File: src/rtl/ddr_test_pkg.sv
`default_nettype none
// ============================================================================
//  Module      : ddr_test_pkg
//  Description : Shared types, AXI constants and the beat pattern function
//                for the DDR burst write/readback traffic generator.
//  Revision    : 1.0 - initial release
// ============================================================================
package ddr_test_pkg;

    // Test sequencer states
    typedef enum logic [2:0] {
        IDLE     = 3'd0,
        WAIT_RDY = 3'd1,
        WR_ADDR  = 3'd2,
        WR_DATA  = 3'd3,
        WR_RESP  = 3'd4,
        RD_ADDR  = 3'd5,
        RD_DATA  = 3'd6,
        FINISH   = 3'd7
    } state_t;

    // AXI response codes
    localparam logic [1:0] RESP_OKAY = 2'b00;

    // The pattern function works on the widest supported bus; callers
    // truncate the result to their own data width.
    localparam int unsigned PAT_MAX_LANES = 32;
    localparam int unsigned PAT_MAX_W     = PAT_MAX_LANES * 32;

    // Lane j of global beat n carries seed + n*lanes + j (mod 2^32).
    function automatic logic [PAT_MAX_W-1:0] pattern_beat(
        input logic [31:0] seed,
        input logic [31:0] n,
        input int unsigned lanes
    );
        logic [PAT_MAX_W-1:0] r;
        r = '0;
        for (int j = 0; j < int'(PAT_MAX_LANES); j++) begin
            if (j < int'(lanes)) begin
                r[j*32 +: 32] = seed + n * lanes + 32'(j);
            end
        end
        return r;
    endfunction

endpackage
`default_nettype wire

File: src/rtl/ddr_test_beat_ctr.sv
`default_nettype none
// ============================================================================
//  Module      : ddr_test_beat_ctr
//  Description : Beat-within-burst and burst-within-pass counters with
//                last-beat / last-burst flags. Both counters wrap to zero.
//  Revision    : 1.0 - initial release
// ============================================================================
module ddr_test_beat_ctr
    import ddr_test_pkg::*;
#(
    parameter int BURST_LEN  = 4,
    parameter int NUM_BURSTS = 2,
    parameter int BEAT_W     = $clog2(BURST_LEN + 1),
    parameter int BURST_W    = $clog2(NUM_BURSTS + 1)
) (
    input  logic               clk,
    input  logic               rst,
    input  logic               clr_i,
    input  logic               beat_inc_i,
    input  logic               burst_inc_i,
    output logic [BEAT_W-1:0]  beat_o,
    output logic [BURST_W-1:0] burst_o,
    output logic               last_beat_o,
    output logic               last_burst_o
);

    logic [BEAT_W-1:0]  beat_q,  beat_d;
    logic [BURST_W-1:0] burst_q, burst_d;

    assign last_beat_o  = (beat_q  == BEAT_W'(BURST_LEN - 1));
    assign last_burst_o = (burst_q == BURST_W'(NUM_BURSTS - 1));
    assign beat_o       = beat_q;
    assign burst_o      = burst_q;

    // Next-count logic: clear has priority, otherwise advance and wrap
    always_comb begin
        beat_d  = beat_q;
        burst_d = burst_q;
        if (clr_i) begin
            beat_d  = '0;
            burst_d = '0;
        end else begin
            if (beat_inc_i) begin
                beat_d = last_beat_o ? '0 : beat_q + BEAT_W'(1);
            end
            if (burst_inc_i) begin
                burst_d = last_burst_o ? '0 : burst_q + BURST_W'(1);
            end
        end
    end

    // Counter registers
    always_ff @(posedge clk or posedge rst) begin
        if (rst) begin
            beat_q  <= '0;
            burst_q <= '0;
        end else begin
            beat_q  <= beat_d;
            burst_q <= burst_d;
        end
    end

endmodule
`default_nettype wire

File: src/rtl/ddr_burst_test_gen.sv
`default_nettype none
// ============================================================================
//  Module      : ddr_burst_test_gen
//  Description : DDR AXI4 write/readback traffic generator. Writes
//                NUM_BURSTS INCR bursts of seeded pattern data, reads them
//                back, checks every beat and reports done/pass/err_cnt.
//  Revision    : 1.0 - initial release
// ============================================================================
module ddr_burst_test_gen
    import ddr_test_pkg::*;
#(
    parameter int          ADDR_W     = 32,
    parameter int          DATA_W     = 128,
    parameter logic [31:0] BASE_ADDR  = 32'h0000_F000,
    parameter int          BURST_LEN  = 4,
    parameter int          NUM_BURSTS = 2,
    parameter logic [31:0] SEED       = 32'h1234_5678
) (
    input  logic              clk,
    input  logic              rst,
    input  logic              start_i,
    input  logic              ddr_ready_i,
    output logic [ADDR_W-1:0] awaddr_o,
    output logic [7:0]        awlen_o,
    output logic              awvalid_o,
    input  logic              awready_i,
    output logic [DATA_W-1:0] wdata_o,
    output logic [DATA_W/8-1:0] wstrb_o,
    output logic              wlast_o,
    output logic              wvalid_o,
    input  logic              wready_i,
    input  logic [1:0]        bresp_i,
    input  logic              bvalid_i,
    output logic              bready_o,
    output logic [ADDR_W-1:0] araddr_o,
    output logic [7:0]        arlen_o,
    output logic              arvalid_o,
    input  logic              arready_i,
    input  logic [DATA_W-1:0] rdata_i,
    input  logic [1:0]        rresp_i,
    input  logic              rlast_i,
    input  logic              rvalid_i,
    output logic              rready_o,
    output logic              busy_o,
    output logic              done_o,
    output logic              pass_o,
    output logic [15:0]       err_cnt_o
);

    localparam int                LANES      = DATA_W / 32;
    localparam int                BEAT_BYTES = DATA_W / 8;
    localparam logic [ADDR_W-1:0] C_BASE     = ADDR_W'(BASE_ADDR);
    localparam logic [ADDR_W-1:0] C_STRIDE   = ADDR_W'(BURST_LEN * BEAT_BYTES);
    localparam logic [7:0]        C_AXI_LEN  = 8'(BURST_LEN - 1);
    localparam int                BEAT_W     = $clog2(BURST_LEN + 1);
    localparam int                BURST_W    = $clog2(NUM_BURSTS + 1);

    state_t state_q, state_d;

    logic [ADDR_W-1:0] awaddr_q,  awaddr_d;
    logic [ADDR_W-1:0] araddr_q,  araddr_d;
    logic [DATA_W-1:0] wdata_q,   wdata_d;
    logic              wlast_q,   wlast_d;
    logic [15:0]       err_cnt_q, err_cnt_d;
    logic              done_q,    done_d;
    logic              pass_q,    pass_d;

    logic [BEAT_W-1:0]  wr_beat,  rd_beat;
    logic [BURST_W-1:0] wr_burst, rd_burst;
    logic               wr_last_beat, wr_last_burst;
    logic               rd_last_beat, rd_last_burst;

    logic              start_go, aw_hs, w_hs, b_hs, ar_hs, r_hs;
    logic              rd_bad, err_inc;
    logic [31:0]       wr_n, rd_n;
    logic [DATA_W-1:0] exp_rdata;

    assign start_go = (state_q == IDLE) && start_i;
    assign aw_hs    = (state_q == WR_ADDR) && awready_i;
    assign w_hs     = (state_q == WR_DATA) && wready_i;
    assign b_hs     = (state_q == WR_RESP) && bvalid_i;
    assign ar_hs    = (state_q == RD_ADDR) && arready_i;
    assign r_hs     = (state_q == RD_DATA) && rvalid_i;

    // Global beat indices feeding the pattern generator
    assign wr_n = 32'(wr_burst) * 32'(BURST_LEN) + 32'(wr_beat);
    assign rd_n = 32'(rd_burst) * 32'(BURST_LEN) + 32'(rd_beat);

    assign exp_rdata = DATA_W'(pattern_beat(SEED, rd_n, LANES));
    // Several faults on one beat still count as a single error
    assign rd_bad    = (rdata_i != exp_rdata) || (rresp_i != RESP_OKAY) ||
                       (rlast_i != rd_last_beat);
    assign err_inc   = (b_hs && (bresp_i != RESP_OKAY)) || (r_hs && rd_bad);

    ddr_test_beat_ctr #(
        .BURST_LEN  (BURST_LEN),
        .NUM_BURSTS (NUM_BURSTS),
        .BEAT_W     (BEAT_W),
        .BURST_W    (BURST_W)
    ) u_wr_ctr (
        .clk          (clk),
        .rst          (rst),
        .clr_i        (start_go),
        .beat_inc_i   (w_hs),
        .burst_inc_i  (b_hs),
        .beat_o       (wr_beat),
        .burst_o      (wr_burst),
        .last_beat_o  (wr_last_beat),
        .last_burst_o (wr_last_burst)
    );

    ddr_test_beat_ctr #(
        .BURST_LEN  (BURST_LEN),
        .NUM_BURSTS (NUM_BURSTS),
        .BEAT_W     (BEAT_W),
        .BURST_W    (BURST_W)
    ) u_rd_ctr (
        .clk          (clk),
        .rst          (rst),
        .clr_i        (start_go),
        .beat_inc_i   (r_hs),
        .burst_inc_i  (r_hs && rd_last_beat),
        .beat_o       (rd_beat),
        .burst_o      (rd_burst),
        .last_beat_o  (rd_last_beat),
        .last_burst_o (rd_last_burst)
    );

    // Sequencer next-state; ddr_ready is only looked at in WAIT_RDY
    always_comb begin
        state_d = state_q;
        case (state_q)
            IDLE:     if (start_i)     state_d = WAIT_RDY;
            WAIT_RDY: if (ddr_ready_i) state_d = WR_ADDR;
            WR_ADDR:  if (aw_hs)       state_d = WR_DATA;
            WR_DATA:  if (w_hs && wr_last_beat) state_d = WR_RESP;
            WR_RESP:  if (b_hs)        state_d = wr_last_burst ? RD_ADDR : WR_ADDR;
            RD_ADDR:  if (ar_hs)       state_d = RD_DATA;
            RD_DATA:  if (r_hs && rd_last_beat) state_d = rd_last_burst ? FINISH : RD_ADDR;
            FINISH:   state_d = IDLE;
            default:  state_d = IDLE;
        endcase
    end

    // Sequencer state register
    always_ff @(posedge clk or posedge rst) begin
        if (rst) begin
            state_q <= IDLE;
        end else begin
            state_q <= state_d;
        end
    end

    // Payload and status next-state; payloads only move on their handshake
    always_comb begin
        awaddr_d  = awaddr_q;
        araddr_d  = araddr_q;
        wdata_d   = wdata_q;
        wlast_d   = wlast_q;
        err_cnt_d = err_cnt_q;
        done_d    = done_q;
        pass_d    = pass_q;

        if (start_go) begin
            awaddr_d  = C_BASE;
            araddr_d  = C_BASE;
            wdata_d   = DATA_W'(pattern_beat(SEED, 32'd0, LANES));
            wlast_d   = 1'b0;
            err_cnt_d = '0;
            done_d    = 1'b0;
            pass_d    = 1'b0;
        end

        if (aw_hs) begin
            wlast_d = (BURST_LEN == 1);
        end

        if (w_hs) begin
            wdata_d = DATA_W'(pattern_beat(SEED, wr_n + 32'd1, LANES));
            wlast_d = wr_last_beat ? 1'b0 : (32'(wr_beat) + 32'd2 == 32'(BURST_LEN));
        end

        if (b_hs && !wr_last_burst) begin
            awaddr_d = awaddr_q + C_STRIDE;
        end

        if (err_inc && (err_cnt_q != 16'hFFFF)) begin
            err_cnt_d = err_cnt_q + 16'd1;
        end

        // done/pass are set on the final read handshake so they show the
        // very next cycle, including any error found on that beat
        if (r_hs && rd_last_beat) begin
            if (rd_last_burst) begin
                done_d = 1'b1;
                pass_d = (err_cnt_d == 16'd0);
            end else begin
                araddr_d = araddr_q + C_STRIDE;
            end
        end
    end

    // Payload and status registers
    always_ff @(posedge clk or posedge rst) begin
        if (rst) begin
            awaddr_q  <= C_BASE;
            araddr_q  <= C_BASE;
            wdata_q   <= '0;
            wlast_q   <= 1'b0;
            err_cnt_q <= '0;
            done_q    <= 1'b0;
            pass_q    <= 1'b0;
        end else begin
            awaddr_q  <= awaddr_d;
            araddr_q  <= araddr_d;
            wdata_q   <= wdata_d;
            wlast_q   <= wlast_d;
            err_cnt_q <= err_cnt_d;
            done_q    <= done_d;
            pass_q    <= pass_d;
        end
    end

    assign awaddr_o  = awaddr_q;
    assign awlen_o   = C_AXI_LEN;
    assign awvalid_o = (state_q == WR_ADDR);
    assign wdata_o   = wdata_q;
    assign wstrb_o   = '1;
    assign wlast_o   = wlast_q;
    assign wvalid_o  = (state_q == WR_DATA);
    assign bready_o  = (state_q == WR_RESP);
    assign araddr_o  = araddr_q;
    assign arlen_o   = C_AXI_LEN;
    assign arvalid_o = (state_q == RD_ADDR);
    assign rready_o  = (state_q == RD_DATA);
    assign busy_o    = (state_q != IDLE) && (state_q != FINISH);
    assign done_o    = done_q;
    assign pass_o    = pass_q;
    assign err_cnt_o = err_cnt_q;

endmodule
`default_nettype wire

File: config.mk
export PLATFORM = sky130hd
export DESIGN_NAME = ddr_burst_test_gen
export DESIGN_NICKNAME = d
export VERILOG_FILES = /design/src/rtl/ddr_test_pkg.sv /design/src/rtl/ddr_test_beat_ctr.sv /design/src/rtl/ddr_burst_test_gen.sv
export SDC_FILE = /design/constraint.sdc
export NUM_CORES = 1
export LEC_CHECK = 0
export ABC_AREA = 1
export ABC_CLOCK_PERIOD_IN_PS = 3000
export BUFFER_PORTS_ARGS = -buffer_cell sky130_fd_sc_hd__clkbuf_2
export CAP_MARGIN = 20
export CORE_AREA = 2 2 154 156
export CTS_CLUSTER_DIAMETER = 30
export DETAILED_ROUTE_END_ITERATION = 7
export DIE_AREA = 0 0 156 158
export GPL_TIMING_DRIVEN = 1
export PLACE_DENSITY = 0.68
export RECOVER_POWER = 25
export SLEW_MARGIN = 20
export SYNTH_ARGS = -nofsm -noshare
export SYNTH_HDL_FRONTEND = slang
export SYNTH_HIERARCHICAL = 1
export SYNTH_SLANG_ARGS = --single-unit
File: constraint.sdc
create_clock -name clk -period 3 [get_ports clk]
set_input_delay 0.3 -clock clk [delete_from_list [all_inputs] [get_ports clk]]
set_output_delay 0.3 -clock clk [all_outputs]
set_load 0.01 [all_outputs]
==> impl_results.md, run 1 <==
- Mapped Cells: 1060
- Hold path cells: 3
- Top achievable clock speed: 366 MHz
- Port bufs: 288
- Hold Path Class: in2reg
- Sw Pwr: 1.37 mW
- Post-synth EDFFs: 0
- CP max-delay cell: dfrtp_1
- Leak: 4.77 nW
- Worst Skew: 0.00893 ns
- Htree depth: 3
- Drt total wl: 19.8 mm
- Die W: 156 microns
- Antenna violations before repair: 1
- Comb power frac: 30.6%
- Worst path cell trace: ha_1, inv_1, ha_4, inv_2, o21bai_1, nand2_1, inv_1, nand2_1, nor2_1, nand2_1, nor2_1, nand3_2, nand2_4, nand2_8, nand2_4, nand2_1, nand2_1, nor2_1, nand2_1, nor2_2, nand3_1, nand2_1
- Slowest stage delay, CP: 0.40 ns
- Worst hold slack: 0.287 ns
- Reg2reg path depth: 22
- Tcrit/Tclk final: 91.2%
- Period minus WS final: 2.73 ns
- Tot GR Track Use: 15.0%
- DR iter-0 viols: 258
- First-pass GRT wire length: 29.4 mm
- Via-to-Cell Ratio: 4.32
- Synth warn: 6
- Fin. Hold Viols: 0
- Gr ovfl total: 0
- Initial core utilization: 32.8%
- Syn Std Cell Area: 7560 sq um
- Distinct cells, synth: 57
- Most used flip-flop cell after synthesis: dfrtp_1
- Synthesis-stage register bit count: 97
- Crit path max fanout: 13
- Final setup violation count: 0
- Worst-Margin Slew: 0.996 ns
- Vias in the first global route: 6214
- Worst-path clk slew: 0.07 ns
- Wirelength per Cell: 12.4 microns
- Worst setup SP type: flip-flop
- Crit. path cell count: 22
- Site Rows: 56
- CP Capture Type: flip-flop
- DP HPWL: 16.0 mm
- Seq/Total Area, Yosys: 32.2%
- Hold path startpoint: awready_i
- Finished Layout Cells: 1593
- Commonest cells after routing, fill and taps aside: clkbuf_2 (242), nand2_1 (221), inv_1 (145), nor2_1 (117), conb_1 (102)
- Clock tree buffer depth: 2
- Worst rel slew slack: 33.6%
- DRC viols: 0
- CP top delay family: simple AND/OR/NAND/NOR gates
- Maxcap violations: 0
- Cell Pwr Density: 424 nW/um^2
- Reg2Reg Launch Point: u_rd_ctr/burst_o[0]
- Fill cells: 2437
- Critical Path Source: u_rd_ctr/burst_o[0]
- Critical path's most frequent cell: nand2_1
- Core area: 23100 sq um
- Clock sinks: 97
- Int Pwr: 2.36 mW
- Layout cells sized above 1: 26.0%
- Clock share of power: 28.8%
- Clock root cell: clkbuf_16
- Setup bufs post-CTS: 0
- Die area: 24600 sq um
- Max VDD drop: 291 uV
- TNS Setup: 0 ns
- Inserted Clock Buffers: 9
- Most common cell after layout, fill and taps aside: clkbuf_2
- Vias: 6877
- CP required: 3.24 ns
- Die Y: 158 microns
- Buf/Inv on CP: 3
- Synth Area per Inst: 7.13 sq um
- TritonCTS clock tree: done
- Share of power burned in registers: 40.6%
- Total power: 3.73 mW
- RD Place Congestion: 0.838
- Largest net degree at the start of global routing: 72
- Arr. time, crit path: 2.98 ns
- Sw Share: 36.8%
- IO Pins: 391
- Final #Nets: 1453
- Status: completed
- Drt pass-1 iters: 5
- Area grow syn2layout: 16.3%
- Critical path class: reg2reg
- Dpl cells: 1574
- Max Slew Vio Count: 0
- Async S/R FF share, synth: 100%
- Final ANT Viol Nets: 0
- Clock Latency Late Sink: 0.35 ns
## synthesized netlist by cell type (all sizes together) (9+ instances only)
cell	number	share of area, %
inv	158	7.8
ha	14	2.3
o21ai	50	3.4
dfrtp	89	29
buf	171	17
nand2	238	13
nor2	134	7.4
nand3	68	5.0
nor4	9	0.94
xor2	13	1.5
a21oi	18	1.2
nor3	15	1.1
nand4	14	1.4
## cell type report
cell class                      count  area (sq um)  area share, %
Timing Repair Buffer              296          1450           16.4
Clock buffer                       12           236           2.69
Antenna cell                        1          2.50         0.0284
Sequential cell                    97          2440           27.7
Clock inverter                      4          30.0          0.341
Tap cell                          290           363           4.12
Multi-Input combinational cell    735          3690           41.9
Inverter                          158           594           6.75
## registers in the layout (all words and copies together), names as in the netlist
register / flops
araddr_o: 32
awaddr_o: 26
done_o: 1
err_cnt_o: 16
pass_o: 1
state_q: 3
u_rd_ctr/beat_o: 3
u_rd_ctr/burst_o: 2
u_wr_ctr/beat_o: 3
u_wr_ctr/burst_o: 2
wdata_o: 7
wlast_o: 1
## power by group through the flow
stage,registers [mW],logic (mW),clock network [mW]
2_1_floorplan,1.53,0.901,0
3_3_place_gp,1.54,1.15,0
3_5_place_dp,1.54,1.16,0
4_1_cts,1.52,1.16,1.12
5_1_grt,1.53,1.30,1.15
6_report,1.52,1.14,1.08
## kinds of logic (layout without fill, tap and decap cells)
logic type,Yosys count,count (layout),synth area share [%]
simple gates,492,493,29.8
buf+inv,329,470,24.6
xor+xnor,20,20,2.32
mux,8,8,1.09
fa+ha+maj,14,14,2.32
compound gates,98,98,7.53
other cells,2,103,0.0993
flops,97,97,32.2
## metrics by stage
step	worst slack [ns]	utilization [%]	cell area, sq um
floorplan	0.463	-	7940
global placement	0.264	37.1	8550
detailed placement	0.188	37.1	8550
CTS	0.162	38.3	8820
global route	-0.00310	38.2	8800
finish	0.265	38.2	8800
## worst register-to-register path: stages, from the launching register on
cell      delay (ns)
dfrtp_1         0.40
ha_1            0.28
inv_1           0.09
ha_4            0.29
inv_2           0.05
o21bai_1        0.12
nand2_1         0.06
inv_1           0.05
nand2_1         0.04
nor2_1          0.08
nand2_1         0.05
nor2_1          0.15
nand3_2         0.12
nand2_4         0.14
nand2_8         0.13
nand2_4         0.16
nand2_1         0.07
nand2_1         0.08
nor2_1          0.05
nand2_1         0.08
nor2_2          0.04
nand3_1         0.07
nand2_1         0.05
## what timing repair did
| item | in CTS | in global routing |
|---|---|---|
| setup endpoints to repair | 0 | 1 |
| gates resized for setup | 0 | 4 |
| endpoints found under the hold margin | 26 | 0 |
| hold buffers | 1 | 0 |
## final timing paths
kind                                 endpoint  slack (ns)
hold / removal                        wlast_o        0.29
setup / recovery                       pass_o        0.27
setup reg to reg                       pass_o        0.27
hold reg to reg                   araddr_o[5]        0.47
max in group asynchronous        araddr_o[28]        0.88
min in group asynchronous  u_wr_ctr/beat_o[0]        0.44
## routing by layer
metal,global-route usage (%),up-vias,routed length (microns)
met4,6.55,0,483
met5,0,-,0
met3,3.34,33,1410
li1,-,3550,-
met2,25.9,248,9460
met1,17.9,3046,8420
Power figures use the tool's default switching activity.
==> run 2, diff against run 1 <==
--- a/config.mk
+++ b/config.mk
@@ -16,6 +16,7 @@
 export GPL_TIMING_DRIVEN = 1
 export PLACE_DENSITY = 0.68
 export RECOVER_POWER = 25
+export REMOVE_ABC_BUFFERS = 1
 export SLEW_MARGIN = 20
 export SYNTH_ARGS = -nofsm -noshare
 export SYNTH_HDL_FRONTEND = slang
==> run 2 against run 1 <==
Compared with the run above:
- final cell count shrank 0.19%
- sequential power is essentially flat
- critical path type unchanged
- clock skew grew 0.0065 ns
- count of clock-buffer cells in the layout shrank 2
- critical path depth shrank 1
- die area is the same
- sequential share of layout area shrank 0.081 points
- hold slack gained 0.012 ns
- maximum frequency grew 0.89%
- register-to-register slack gained 0.02 ns
- first-iteration DRC count grew 16%
- via count shrank 0.15%
==> impl_results.md, run 2 (synthesized netlist as in run 1, its figures left out) <==
- Largest register FFs: 32 (unchanged)
- Final #Nets: 1451 (-0.14%)
- Worst hold slack: 0.300 ns (+0.0122 ns)
- Clock root cell: clkbuf_16
- Wirelength per Cell: 12.5 microns (+0.64%)
- Worst-Margin Slew: 1.33 ns (+0.335 ns)
- Max Slew Vio Count: 0 (unchanged)
- Status: completed
- Clock sinks: 97 (unchanged)
- Tcrit/Tclk final: 90.4% (-0.81 points)
- Area grow syn2layout: 16.6%
- Top achievable clock speed: 369 MHz (+0.89%)
- R2R Setup Slk: 0.29 ns (+0.02 ns)
- Worst slack at placement: 0.231 ns (+0.0426 ns)
- Period minus WS final: 2.71 ns (-0.0242 ns)
- DP HPWL: 16.0 mm (+0.55%)
- Cell Pwr Density: 440 nW/um^2 (+3.6%)
- RD Place Congestion: 0.855 (+2.1%)
- DR iter-0 viols: 298 (+16%)
- Fin. Hold Viols: 0 (unchanged)
- Worst setup endpoint: pass_o
- Fill cells: 2496 (+2.4%)
- CP Capture Type: flip-flop
- Initial core utilization: 32.8% (unchanged)
- Final setup violation count: 0 (unchanged)
- Critical path class: reg2reg
- Placed cell areas: 8550 sq um (about the same)
- Htree depth: 3 (unchanged)
- Tot GR Track Use: 15.9% (+0.93 points)
- Reg2reg end: pass_o
- Die Y: 158 microns (unchanged)
- Area of the multi-input gates: 3660 sq um (-0.78%)
- Hold Path Class: in2reg
- Worst-path clk slew: 0.07 ns (about the same)
- Die W: 156 microns (unchanged)
- Antenna violations before repair: 0 (-1)
- Layout cells sized above 1: 25.5% (-0.50 points)
- Setup bufs post-CTS: 0 (unchanged)
- Die area: 24600 sq um (unchanged)
- Design area: 8820 sq um (+0.24%)
- Via-to-Cell Ratio: 4.32 (about the same)
- Inserted Clock Buffers: 9 (unchanged)
- Site Rows: 56 (unchanged)
- Port bufs: 288 (unchanged)
- IO Pins: 391 (unchanged)
- DRC viols: 0 (unchanged)
- Largest net degree at the start of global routing: 62 (-14%)
- Core area: 23100 sq um (unchanged)
- Worst setup SP type: flip-flop
- Final ANT Viol Nets: 0 (unchanged)
- First-pass GRT wire length: 31.2 mm (+6.1%)
- Critical Path Source: u_rd_ctr/burst_o[0]
- Unrepaired setup endpoints after global routing: false
- Leak: 4.78 nW (+0.20%)
- Worst rel slew slack: 10.7% (-23 points)
- Setup ws final: 0.289 ns (+0.0242 ns)
- Reg2Reg Launch Point: u_rd_ctr/burst_o[0]
- Max VDD drop: 248 uV (-15%)
- Total power: 3.88 mW (+3.9%)
- Register area: 2440 sq um (about the same)
- CP required: 3.30 ns (+0.06 ns)
- Clock Latency Late Sink: 0.36 ns (about the same)
- Crit path max fanout: 17 (+4)
- Worst Skew: 0.0154 ns (+0.00649 ns)
- Maxcap violations: 0 (unchanged)
- Drt total wl: 19.9 mm (+0.46%)
- Reg2reg path depth: 21 (-4.5%)
- Most common cell after layout, fill and taps aside: clkbuf_2
- N_diodes: 0 (-1)
- Vias: 6867 (-0.15%)
- Gr ovfl total: 0 (unchanged)
- Clock tree buffer depth: 2 (unchanged)
- TritonCTS clock tree: done
- Arr. time, crit path: 3.01 ns (+0.03 ns)
- Drt pass-1 iters: 4 (-1)
- Commonest cells after routing, fill and taps aside: clkbuf_2 (238), nand2_1 (221), inv_1 (145), nor2_1 (117), conb_1 (102)
- Vias in the first global route: 6200 (-0.23%)
==> run 2: cell count changes in the layout (fill, tap and decap cells not counted), moves of 2 or more <==
cell / before / now
buf_4: 6 / 4
clkbuf_2: 242 / 238
buf_12: 0 / 2
clkbuf_1: 49 / 51
==> run 2: through the flow <==
step                      util, %  instances  setup TNS [ns]
after floorplan                 -        989          -0.113
after global placement       37.1       1573               0
after detailed placement     37.1       1573               0
after CTS                    38.5       1590               0
after global routing         38.3       1590               0
final                        38.3       1590               0
==> run 2: routing by layer <==
metal,GRT usage [%],up-vias,wire (microns)
met3,3.50,14,1230
met4,3.45,0,191
met1,20.4,3100,9000
li1,-,3546,-
met5,0,-,0
met2,27.5,207,9440
==> run 2: how the worst min path moves through the flow <==
stage,cells after the start,startpoint,to
after floorplan,1,rst,u_rd_ctr/beat_o[0]
after global placement,2,rst,u_rd_ctr/burst_o[1]
after detailed placement,2,rst,u_rd_ctr/burst_o[0]
after CTS,3,awready_i,wlast_o
after global routing,3,awready_i,wlast_o
final,3,awready_i,wlast_o
==> run 2: worst max-delay path, stage by stage (launching register included) <==
cell and delay, ns:
dfrtp_1 0.41, ha_1 0.28, inv_1 0.06, ha_1 0.33, inv_2 0.06, o21bai_1 0.14, nand2_1 0.06, inv_1 0.05
nand2_1 0.04, nor2_1 0.07, nand2_1 0.05, nor2_1 0.09, nand3_1 0.11, nand2_4 0.14, nand2_8 0.12, nand2_8 0.15
nand2_1 0.09, nand2_2 0.08, nand3_2 0.08, nor2_2 0.11, nand3_1 0.08, nand2_1 0.06
==> run 2: report_power, final <==
group,leakage (nW),switching (mW),internal [mW]
Combinational,3.34,0.751,0.401
Sequential,1.30,0.123,1.39
Clock,0.142,0.553,0.659
Total,4.78,1.43,2.45
==> run 2: layout make-up <==
cell class / count / share of cell area [%]
tap: 290 / 4.11
clock buffer: 10 / 2.60
clock inverter: 6 / 0.894
multi-input combinational: 734 / 41.5
sequential: 97 / 27.6
timing repair buffer: 295 / 16.5
inverter: 158 / 6.74
==> run 2: what timing repair did <==
item / 4_1_cts / 5_1_grt
resized for setup: 0 / 2
endpoints found under the setup margin: 0 / 1
hold endpoints to repair: 10 / 0
hold buffers: 1 / 0
==> run 3, diff against run 2 <==
--- a/config.mk
+++ b/config.mk
@@ -6,15 +6,15 @@
 export NUM_CORES = 1
 export LEC_CHECK = 0
 export ABC_AREA = 1
-export ABC_CLOCK_PERIOD_IN_PS = 3000
+export ABC_CLOCK_PERIOD_IN_PS = 2330
 export BUFFER_PORTS_ARGS = -buffer_cell sky130_fd_sc_hd__clkbuf_2
 export CAP_MARGIN = 20
-export CORE_AREA = 2 2 154 156
+export CORE_AREA = 2 2 150 152
 export CTS_CLUSTER_DIAMETER = 30
 export DETAILED_ROUTE_END_ITERATION = 7
-export DIE_AREA = 0 0 156 158
+export DIE_AREA = 0 0 152 154
 export GPL_TIMING_DRIVEN = 1
-export PLACE_DENSITY = 0.68
+export PLACE_DENSITY = 0.74
 export RECOVER_POWER = 25
 export REMOVE_ABC_BUFFERS = 1
 export SLEW_MARGIN = 20
==> constraint.sdc (replaced) <==
create_clock -name clk -period 2.33 [get_ports clk]
set_input_delay 0.233 -clock clk [delete_from_list [all_inputs] [get_ports clk]]
set_output_delay 0.233 -clock clk [all_outputs]
set_load 0.01 [all_outputs]
==> run 3 against run 2 <==
Compared with the run above:
- the flow now finishes with violations (negative setup slack)
- critical path depth grew 2
- clock power increased by 26%
- non-clock buffer count up 54
- count of clock-buffer cells in the layout unchanged
- via count increased by 5.4%
- flip-flop and latch count did not move
- global-route usage is 1.6 points higher
- maximum frequency rose by 0.20%
- highest routed layer unchanged
- largest power group unchanged
- register-to-register slack lost 0.66 ns
- critical path type unchanged
- power up 33%
==> impl_results.md, run 3 (synthesized netlist as in run 1, its figures left out) <==
- Max Slew Vio Count: 0 (unchanged)
- DP HPWL: 16.6 mm (+3.3%)
- Antenna violations before repair: 1 (+1)
- Total power: 5.14 mW (+33%)
- Vias in the first global route: 6585 (+6.2%)
- Period minus WS final: 2.71 ns (-0.00533 ns)
- Tot GR Track Use: 17.5% (+1.6 points)
- Fin util: 43.9% (+5.7 points)
- Drt pass-1 iters: 4 (unchanged)
- TritonCTS clock tree: done
- Routed wl met3: 1.30 mm (+5.3%)
- Critical Path Source: u_rd_ctr/beat_o[2]
- Die Y: 154 microns (-2.5%)
- Met1 WL: 9.40 mm (+4.5%)
- Maxcap violations: 0 (unchanged)
- RD Place Congestion: 0.854 (-0.16%)
- Die W: 152 microns (-2.6%)
- Tcrit/Tclk final: 116% (+26 points)
- Most common cell after layout, fill and taps aside: clkbuf_2
- Htree depth: 3 (unchanged)
- Via-to-Cell Ratio: 4.42 (+2.4%)
- Inserted Clock Buffers: 9 (unchanged)
- Final #Nets: 1507 (+3.9%)
- TNS Setup: -0.784 ns (-0.784 ns)
- Largest register FFs: 32 (unchanged)
- Fin. Hold Viols: 0 (unchanged)
- Worst rel slew slack: 16.9% (+6.2 points)
- Arr. time, crit path: 2.94 ns (-0.07 ns)
- Finished Layout Cells: 1637 (+3.0%)
- Hold path startpoint: awready_i
- Layout cells sized above 1: 35.1% (+9.6 points)
- Buf/Inv on CP: 3 (unchanged)
- Worst setup SP type: flip-flop
- Reg2Reg Launch Point: u_rd_ctr/beat_o[2]
- Vias: 7240 (+5.4%)
- Initial core utilization: 34.9% (+2.1 points)
- CP max-delay cell: dfrtp_1
- Worst Skew: 0.0123 ns (-0.00310 ns)
- Worst path cell trace: ha_4, inv_2, ha_4, inv_4, nand2_1, nand2_1, nor2_1, nand2_1, nor2_1, nand2_1, nor2_1, nand3_1, nand2_4, nand2_8, nand2_8, buf_8, nand2_4, nand2_4, nor2_2, nand2_1, nor2_2, nand3_1, nand2_1
- Worst-path clk slew: 0.07 ns (about the same)
- Top achievable clock speed: 370 MHz (+0.20%)
- IO Pins: 391 (unchanged)
- Max VDD drop: 423 uV (+71%)
- Port bufs: 288 (unchanged)
- Wirelength per Cell: 13.1 microns (+4.5%)
- Violated checks: negative setup slack
- Die area: 23400 sq um (-5.0%)
- Worst-Margin Slew: 1.25 ns (-0.0858 ns)
- Critical path's most frequent cell: nand2_1
- Met2 WL: 10.5 mm (+12%)
- Leak: 5.28 nW (+10%)
- Worst hold slack: 0.273 ns (-0.0265 ns)
- Area grow syn2layout: 26.0%
- Final setup violation count: 9 (+9)
- Clock root cell: clkbuf_16
- Commonest cells after routing, fill and taps aside: clkbuf_2 (287), nand2_1 (206), inv_1 (142), nor2_1 (112), conb_1 (102)
- Critical path class: reg2reg
- Clock sinks: 97 (unchanged)
- Core area: 21700 sq um (-5.9%)
- Drt total wl: 21.4 mm (+7.6%)
- CP Capture Type: flip-flop
- Site Rows: 54 (-3.6%)
- Slowest stage delay, CP: 0.41 ns (about the same)
- CP required: 2.56 ns (-0.74 ns)
- Status: complete, but fails checks
- Highest metal used: met4
- DR iter-0 viols: 275 (-7.7%)
- CP top delay family: simple AND/OR/NAND/NOR gates
- Clock tree buffer depth: 2 (unchanged)
- Setup ws final: -0.375 ns (-0.665 ns)
- DRC viols: 0 (unchanged)
- Dpl cells: 1599 (+1.7%)
- Crit path max fanout: 7 (-10)
- Final ANT Viol Nets: 0 (unchanged)
- First-pass GRT wire length: 33.4 mm (+6.9%)
- Largest net degree at the start of global routing: 88 (+42%)
- Hold Path Class: in2reg
- Cell Pwr Density: 540 nW/um^2 (+23%)
- Unrepaired setup endpoints after global routing: true
- Gr ovfl total: 0 (unchanged)
- Clock Latency Late Sink: 0.36 ns (about the same)
## run 3: cell count changes in the layout (fill, tap and decap cells not counted), sizes merged
| cell | delta |
|---|---|
| inv | +2 |
| buf | +53 |
| diode | +1 |
| clkbuf | +1 |
| nand2 | +2 |
| bufinv | -1 |
| clkinv | -1 |
## run 3: worst register-to-register path, cell delays in order (launching register included)
cell	delay, ns
dfrtp_1	0.41
ha_4	0.28
inv_2	0.04
ha_4	0.28
inv_4	0.04
nand2_1	0.05
nand2_1	0.05
nor2_1	0.10
nand2_1	0.06
nor2_1	0.08
nand2_1	0.05
nor2_1	0.08
nand3_1	0.12
nand2_4	0.14
nand2_8	0.10
nand2_8	0.11
buf_8	0.16
nand2_4	0.06
nand2_4	0.07
nor2_2	0.04
nand2_1	0.06
nor2_2	0.04
nand3_1	0.08
nand2_1	0.08
## run 3: final timing paths
path / end / cells past startpoint / slack (ns)
max in group asynchronous: state_q[1] / 4 / 0.51
worst max-delay path: pass_o / 23 / -0.38
worst max register to register: pass_o / 23 / -0.38
worst min register to register: araddr_o[2] / 2 / 0.48
min in group asynchronous: u_wr_ctr/beat_o[2] / 3 / 0.45
worst min-delay path: wlast_o / 3 / 0.27
## run 3: metal layers
layer | GRT usage [%] | vias to the layer above
li1 | - | 3663
met1 | 22.5 | 3326
met2 | 29.8 | 239
met3 | 4.37 | 12
met4 | 3.56 | 0
met5 | 0 | -
## run 3: cell type report
class / count / area, sq um
fillers: 2223 / 12200
multi-input cells: 736 / 3900
flip-flops and latches: 97 / 2440
repair buffers: 349 / 1940
inverters: 158 / 597
well taps: 280 / 350
clock buffers: 10 / 239
clock inverters: 6 / 60.1
diodes: 1 / 2.50
## run 3: report_power, final
part | switching, mW | internal, mW | leakage [nW] | total [mW]
Clock | 0.739 | 0.779 | 0.140 | 1.52
Sequential | 0.146 | 1.79 | 1.29 | 1.94
Combinational | 1.05 | 0.630 | 3.84 | 1.68
Total | 1.94 | 3.20 | 5.28 | 5.14
## run 3: repair_timing
item / in CTS / in global routing
endpoints found under the setup margin: 17 / 24
pin swaps: 6 / 20
buffers inserted: 7 / 11
hold endpoints to repair: 10 / 0
hold buffers: 1 / 0
gates cloned: 2 / 0
gates resized for setup: 11 / 47
## run 3: per-stage QoR
step,setup slack [ns],area [sq um]
3_3_place_gp,-0.267,8820
2_1_floorplan,-0.783,6670
5_1_grt,-0.592,9520
4_1_cts,-0.317,9260
6_report,-0.375,9530
3_5_place_dp,-0.461,8820
